File: src/rtl/ahb_lite_interconnect.sv
// AHB-Lite single-master interconnect: address decoder, data-phase response mux
// and an internal default slave that answers unmapped transfers with a two-cycle ERROR.
module ahb_lite_interconnect #(
  parameter int                         NUM_SLAVES = 4,
  parameter logic [32*NUM_SLAVES-1:0]   SLV_BASE   = {32'h4001_0000, 32'h4000_0000,
                                                      32'h2000_0000, 32'h0000_0000},
  parameter logic [32*NUM_SLAVES-1:0]   SLV_MASK   = {32'hFFFF_0000, 32'hFFFF_0000,
                                                      32'hE000_0000, 32'hE000_0000}
) (
  input  logic                         HCLK,
  input  logic                         HRESETn,
  input  logic [31:0]                  HADDR,
  input  logic [1:0]                   HTRANS,
  input  logic                         HWRITE,
  input  logic [2:0]                   HSIZE,
  input  logic [2:0]                   HBURST,
  input  logic [3:0]                   HPROT,
  input  logic [31:0]                  HWDATA,
  output logic [31:0]                  HRDATA,
  output logic                         HREADY,
  output logic                         HRESP,
  output logic [NUM_SLAVES-1:0]        HSEL,
  output logic                         HREADYMUX,
  output logic [31:0]                  HADDR_S,
  output logic [1:0]                   HTRANS_S,
  output logic                         HWRITE_S,
  output logic [2:0]                   HSIZE_S,
  output logic [2:0]                   HBURST_S,
  output logic [3:0]                   HPROT_S,
  output logic [31:0]                  HWDATA_S,
  input  logic [32*NUM_SLAVES-1:0]     HRDATA_S,
  input  logic [NUM_SLAVES-1:0]        HREADYOUT_S,
  input  logic [NUM_SLAVES-1:0]        HRESP_S,
  output logic [15:0]                  ERR_COUNT
);

  localparam int IDX_W = (NUM_SLAVES > 1) ? $clog2(NUM_SLAVES) : 1;

  typedef enum logic [1:0] {DS_OKAY, DS_ERR1, DS_ERR2} ds_state_t;

  logic                  hit;
  logic [IDX_W-1:0]      idx;
  logic                  dsel_def_p1;
  logic [IDX_W-1:0]      dsel_idx_p1;
  ds_state_t             ds_state, ds_next;
  logic                  def_ready, def_resp;
  logic [15:0]           err_cnt;

  assign HADDR_S   = HADDR;
  assign HTRANS_S  = HTRANS;
  assign HWRITE_S  = HWRITE;
  assign HSIZE_S   = HSIZE;
  assign HBURST_S  = HBURST;
  assign HPROT_S   = HPROT;
  assign HWDATA_S  = HWDATA;
  assign HREADYMUX = HREADY;
  assign ERR_COUNT = err_cnt;

  // Address phase: scanning downward lets the lowest matching index win
  always_comb begin
    hit  = 1'b0;
    idx  = '0;
    HSEL = '0;
    for (int i = NUM_SLAVES - 1; i >= 0; i--) begin
      if ((HADDR & SLV_MASK[32*i +: 32]) == SLV_BASE[32*i +: 32]) begin
        hit     = 1'b1;
        idx     = IDX_W'(i);
        HSEL    = '0;
        HSEL[i] = 1'b1;
      end
    end
  end

  // Data phase: target captured only when the bus accepts the address
  always_ff @(posedge HCLK or negedge HRESETn) begin
    if (!HRESETn) begin
      dsel_def_p1 <= 1'b1;
      dsel_idx_p1 <= '0;
    end else if (HREADY) begin
      dsel_def_p1 <= !hit;
      dsel_idx_p1 <= idx;
    end
  end

  always_ff @(posedge HCLK or negedge HRESETn) begin
    if (!HRESETn) ds_state <= DS_OKAY;
    else          ds_state <= ds_next;
  end

  // An accepted unmapped NONSEQ/SEQ (re)starts the ERROR pair, including from ERR2
  always_comb begin
    ds_next = DS_OKAY;
    if (HREADY && !hit && HTRANS[1]) ds_next = DS_ERR1;
    else if (ds_state == DS_ERR1)    ds_next = DS_ERR2;
  end

  always_comb begin
    def_ready = (ds_state != DS_ERR1);
    def_resp  = (ds_state != DS_OKAY);
  end

  always_ff @(posedge HCLK or negedge HRESETn) begin
    if (!HRESETn)
      err_cnt <= '0;
    else if (ds_next == DS_ERR1 && err_cnt != 16'hFFFF)
      err_cnt <= err_cnt + 16'd1;
  end

  always_comb begin
    if (dsel_def_p1) begin
      HRDATA = '0;
      HREADY = def_ready;
      HRESP  = def_resp;
    end else begin
      HRDATA = HRDATA_S[32*dsel_idx_p1 +: 32];
      HREADY = HREADYOUT_S[dsel_idx_p1];
      HRESP  = HRESP_S[dsel_idx_p1];
    end
  end

endmodule
File: config.mk
export PLATFORM = sky130hd
export DESIGN_NAME = ahb_lite_interconnect
export DESIGN_NICKNAME = d
export VERILOG_FILES = /design/src/rtl/ahb_lite_interconnect.sv
export SDC_FILE = /design/constraint.sdc
export NUM_CORES = 1
export LEC_CHECK = 0
export ABC_CLOCK_PERIOD_IN_PS = 4900
export CORE_AREA = 2 2 136 138
export DETAILED_ROUTE_END_ITERATION = 8
export DIE_AREA = 0 0 138 140
export GPL_TIMING_DRIVEN = 0
export PLACE_DENSITY = 0.53
export SYNTH_ARGS = -nofsm -noshare
export SYNTH_HDL_FRONTEND = slang
export SYNTH_SLANG_ARGS = --single-unit
File: constraint.sdc
create_clock -name HCLK -period 4.9 [get_ports HCLK]
set_clock_uncertainty 0.1 [all_clocks]
set_input_delay 0.98 -clock HCLK [delete_from_list [all_inputs] [get_ports HCLK]]
set_output_delay 0.98 -clock HCLK [all_outputs]
set_load 0.03 [all_outputs]
==> Word-level counts from Yosys, hierarchy flattened <==
Index checks and enable logic that the tools add are counted.
{ "classes": {"n_addsub": 1, "multipliers": 0, "div": 0, "magnitude_cmp": 1, "n_eq_ne": 7, "shift": 1, "mux": 21, "n_bitwise": 0, "n_reduce_logical": 6} }
{ "op_table": {"columns": ["op", "n"], "rows": [
  ["$shiftx A128 B8 Y32", 1],
  ["$eq A16 B15 Y1 const B", 2],
  ["$logic_not A32 Y1", 1],
  ["$mux W32", 1],
  ["$add A16 B1 Y16 const B", 1],
  ["$mux W4", 4],
  ["$ne A16 B16 Y1 const B", 1],
  ["$mux W2", 6],
  ["$mux W1", 8],
  ["$bmux W1 S2", 2],
  ["$eq A2 B1 Y1 const B", 2],
  ["$eq A3 B1 Y1 const B", 1],
  ["$logic_and A1 B1 Y1", 3],
  ["$lt A2 B3 Y1 const B", 1],
  ["$ne A2 B1 Y1 const B", 1],
  ["$reduce_bool A2 Y1", 1],
  ["$logic_not A1 Y1", 1]
]} }
{ "word_totals": {"reg_bits": 21, "latch_bits": 0, "mem_bits_rw": 0, "rom_bits": 0, "in_bits": 215, "out_inout_bits": 132, "n_memories": 0} }

==> Depth between registers and ports, before layout <==
{ "depth": {"depth_word": 11, "mapped_depth": 7, "depth_no_buf": 6} }

==> Worst setup path before layout <==
No wires, ideal clock.
{ "synth_path": {"path_kind": "input port to output port", "from": "in HREADYOUT_S[3]", "to": "out HREADYMUX", "arrival_time_ps": 2063, "required_time_ps": 3820, "setup_slack_ps": 1757, "path_stages": 4, "n_path_buf": 1, "cell_sequence": "mux4_2 -> mux2i_4 -> inv_1 -> buf_4"} }
{ "synth_between": {"elab_chain_len": 3} }
{ "synth_rtl": {"columns": ["element", "line", "text"], "rows": [
  ["from (decl)", "32", "input logic [NUM_SLAVES-1:0] HREADYOUT_S,"],
  ["$bmux W1 S2", "116", "HREADY = HREADYOUT_S[dsel_idx_p1];"],
  ["$mux W1 (implied by the code)", "116", null],
  ["$mux W1", "110", "if (dsel_def_p1) begin"],
  ["to (decl)", "23", "output logic HREADYMUX,"]
]} }
No other way between the ends. The select of a mux whose other input is x is not followed.

==> Worst setup path in the final report <==
{ "layout_path": {"from": "in HADDR[23]", "to": "out HSEL[3]"} }
{ "layout_between": {"elab_chain_len": 5, "word_cells_on_any_way": 6, "classes_between": "2 x eq/ne; 4 x mux"} }
{ "layout_rtl": {"columns": ["element", "line", "text"], "rows": [
  ["from (decl)", "12", "input logic [31:0] HADDR,"],
  ["$eq A16 B15 Y1", "65", "if ((HADDR & SLV_MASK[32*i +: 32]) == SLV_BASE[32*i +: 32]) begin"],
  ["$mux W4", "65", null],
  ["$mux W4 * (3 in series)", "65", null],
  ["to (decl)", "22", "output logic [NUM_SLAVES-1:0] HSEL,"]
]} }
Every way passes the cells marked *; elsewhere a longest branch is shown, timed or not.

==> metrics.md <==
| Metric | Value |
|---|---|
| Met2 usage | 23.74% |
| Largest cells by area after synthesis | mux4_2 28%, buf_4 22%, dfrtp_1 19%, nor2b_1 7.4%, xor2_1 4.5% |
| # setup viols final | 0 |
| Post-synthesis cell area | 0.002701 sq mm |
| Syn nets | 476 |
| Worst skew pair latency | 250 ps |
| Worst Path Arrival | 3120 ps |
| Top cell type's share of synthesized area | 28.35% |
| CTS H-tree lvls | 1 |
| Post-CTS Setup Repair Bufs | 0 |
| Port Buf Inserts | 286 |
| TritonCTS clock tree | done |
| HP Class | reg -> reg |
| Worst slew margin | 35.26% |
| Iter 0 DRT Violations | 59 |
| # rows | 49 |
| Cells on worst reg2reg path | 7 |
| Seq/Total Area, Yosys | 19.50% |
| GRT Residual Overflow | 0 |
| Pwr Density | 197.1 mW/mm^2 |
| Syn avg cell area | 10.39 sq um |
| R2R setup slack | 2690 ps |
| Hold_buf cts | 0 |
| Crit-path cells | clkdlybuf4s50_1 > nor4_1 > and4_1 > and2_1 > clkdlybuf4s50_1 |
| CTS max path bufs | 2 |
| Worst Setup SP | HADDR[23] |
| IO Count | 347 |
| Area grow syn2layout | 119.6% |
| Num CTS Buffers | 3 |
| Hold Violations, Final | 0 |
| CP Capture Type | output pin |
| Vias in the first global route | 3209 |
| Initial antenna violation count | 1 |
| P_leak | 2.293 nW |
| Die footprint | 0.01932 sq mm |
| FF+latch count, synth | 21 |
| Post-route ant nets | 0 |
| DRT Pass-1 Iters | 6 |
| Total power draw | 1.169 mW |
| Post-synthesis simple-gate area fraction | 19.13% |
| Most Used Layer, Global Route | met2 |
| Clock transition at path regs | 60 ps |
| GP Congestion | 0.8115 |
| Routed WL | 13.03 mm |
| Chip Width | 138 um |
| Setup TNS | 0 ps |
| First-pass GRT wire length | 19.49 mm |
| Detailed-route via count | 3067 |
| RSZ-0062 raised after global routing | false |
| Setup CP Type | in -> out |
| Initial Utilization | 15.19% |
| Routed wire per std cell | 16.70 um |
| Post-synth ARST share | 100.0% |
| Worst path max stage delay | 690 ps |
| CP max stage cell | clkdlybuf4s50_1 |
| Post-synthesis adder-cell area fraction | 0.4632% |
| Slew Limit Fails | 0 |
| Post-synthesis compound-gate area fraction | 1.390% |
| Post-synthesis instance total | 260 |
| Core area | 0.01778 sq mm |
| Maximum VDD drop | 0.2274 mV |
| Most common flop cell mapped by yosys | dfrtp_1 |
| Root Driver | clkbuf_16 |
| Post-Synth XOR/XNOR Area | 4.539% |
| Post-DP HPWL | 11.54 mm |
| Ratio of cells with drive above 1 in the final layout | 23.45% |
| Largest net degree at the start of global routing | 22 |
| Overall Global Routing Usage | 12.70% |
| RR Endpoint | ERR_COUNT[2] |
| Max-Cap Viols | 0 |
| Met3 Resource Use GR | 3.009% |
| CP Launch Type | primary input |
| CP Max Fanout | 3 |
| Die H | 140 um |
| Vias per inst | 3.932 |
| Synth unique cells | 32 |
| Post_cts resized | 0 |
| Number of synthesized flops with an enable pin | 0 |
| Synth Warn # | 0 |
| CP most frequent cell | clkdlybuf4s50_1 |
| Worst-Margin Slew | 968.0 ps |
| Worst EP required | 3820 ps |
| FF-to-FF Start | dsel_idx_p1[0] |
| Min Tclk post-route | 4201 ps |
| Tcrit/Tclk final | 85.73% |
| Combinational family with the most area after synthesis | multiplexers |
| Multiplexer share of the synthesized area | 30.29% |
| GR Layer Usage met1 | 15.37% |
| Status | finished clean |
| Area leader, netlist | mux4_2 |
| Residual DRC count | 0 |
| Crit path to | HSEL[3] |
| Final Net Count | 767 |
| F_max | 0.2380 GHz |
| Sink Count | 21 |
-- worst max-delay path: cells and delay by family --
kind	cells	cell delay, ps
and+or+nand+nor	3	1010
buffers and inverters	2	1120
-- synth_stat cells (2+ instances only) --
cell      count
nor2_1        9
nor3_1       10
dfrtp_1      20
mux4_2       34
nor4b_1       2
nor3b_1       2
nand4_1       4
nand2_1       7
clkbuf_1      6
o21ai_0       3
nor2b_1      32
nand2b_1      2
xor2_1       14
and2_1        3
nand3_1       5
nor4_1        4
and4_1        4
buf_4        78
buf_6         2
mux2_4        2
buf_2         4
inv_1         3
-- power breakdown --
part	internal (mW)	total, mW	switching [mW]
registers	0.206	0.247	0.0409
clock network	0.110	0.175	0.0654
logic	0.402	0.747	0.345
-- state kept, by name, indices dropped and copies added, names as in the netlist --
name	count
ds_state	2
dsel_def_p1	1
ERR_COUNT	16
dsel_idx_p1	2
-- kinds of logic (layout without fill, tap and decap cells) --
kind of cell / after synthesis / count (layout)
buffers and inverters: 94 / 384
and+or+nand+nor: 87 / 87
muxes: 37 / 37
DFF: 21 / 21
xor gates and xnor gates: 14 / 14
AOI/OAI and AO/OA: 6 / 6
adders and majority gates: 1 / 1
other: 0 / 1
-- area by class of cell --
class	count	area (sq um)
diodes	1	2.502
plain buffers	91	655.6
clock buffers	3	75.07
clock inverters	1	5.005
fillers	1833	11850
inverters	3	11.26
multi-input cells	145	1508
flip-flops and latches	21	526.8
well taps	229	286.5
repair buffers	286	2863
-- per-layer routing --
metal  share of wire (%)  wire length, um
met5                   0                0
met4                0.50               65
met3                 7.7              999
met2                  53             6920
met1                  39             5040
-- layout by cell type (no fill, tap or decap), drive strengths merged, types with 3 or more instances in the layout --
cell type | synthesis | layout
nor2b | 32 | 32
nor3 | 10 | 10
nor4 | 4 | 4
clkbuf | 7 | 10
nand2 | 7 | 7
clkdlybuf4s50 | 0 | 286
dfrtp | 20 | 20
mux4 | 34 | 34
nor2 | 10 | 10
nand4 | 4 | 4
xor2 | 14 | 14
o21ai | 3 | 3
buf | 84 | 84
and2 | 3 | 3
nand3 | 5 | 5
inv | 3 | 3
and4 | 4 | 4
-- worst min path at each step --
stage | start | to | cells past startpoint
floorplan | ds_state[0] | ds_state[1] | 2
global placement | ERR_COUNT[6] | ERR_COUNT[6] | 1
detailed placement | ERR_COUNT[9] | ERR_COUNT[9] | 1
CTS | ERR_COUNT[9] | ERR_COUNT[9] | 1
global route | ERR_COUNT[10] | ERR_COUNT[10] | 1
finish | ERR_COUNT[10] | ERR_COUNT[10] | 1
-- stage by stage --
| step | setup WS [ps] | util (%) | area [sq um] | hold slack, ps | cells |
|---|---|---|---|---|---|
| finish | 699.0 | 33.37 | 5933 | 412.8 | 780 |
| global route | 460.5 | 33.36 | 5931 | 438.9 | 779 |
| global placement | 649.1 | 32.91 | 5851 | 402.5 | 775 |
| floorplan | 1757 | - | 2701 | 467.6 | 260 |
| detailed placement | 608.4 | 32.91 | 5851 | 404.1 | 775 |
| CTS | 601.0 | 33.36 | 5931 | 415.3 | 779 |
Note: power is estimated with default switching activity, not from simulation.
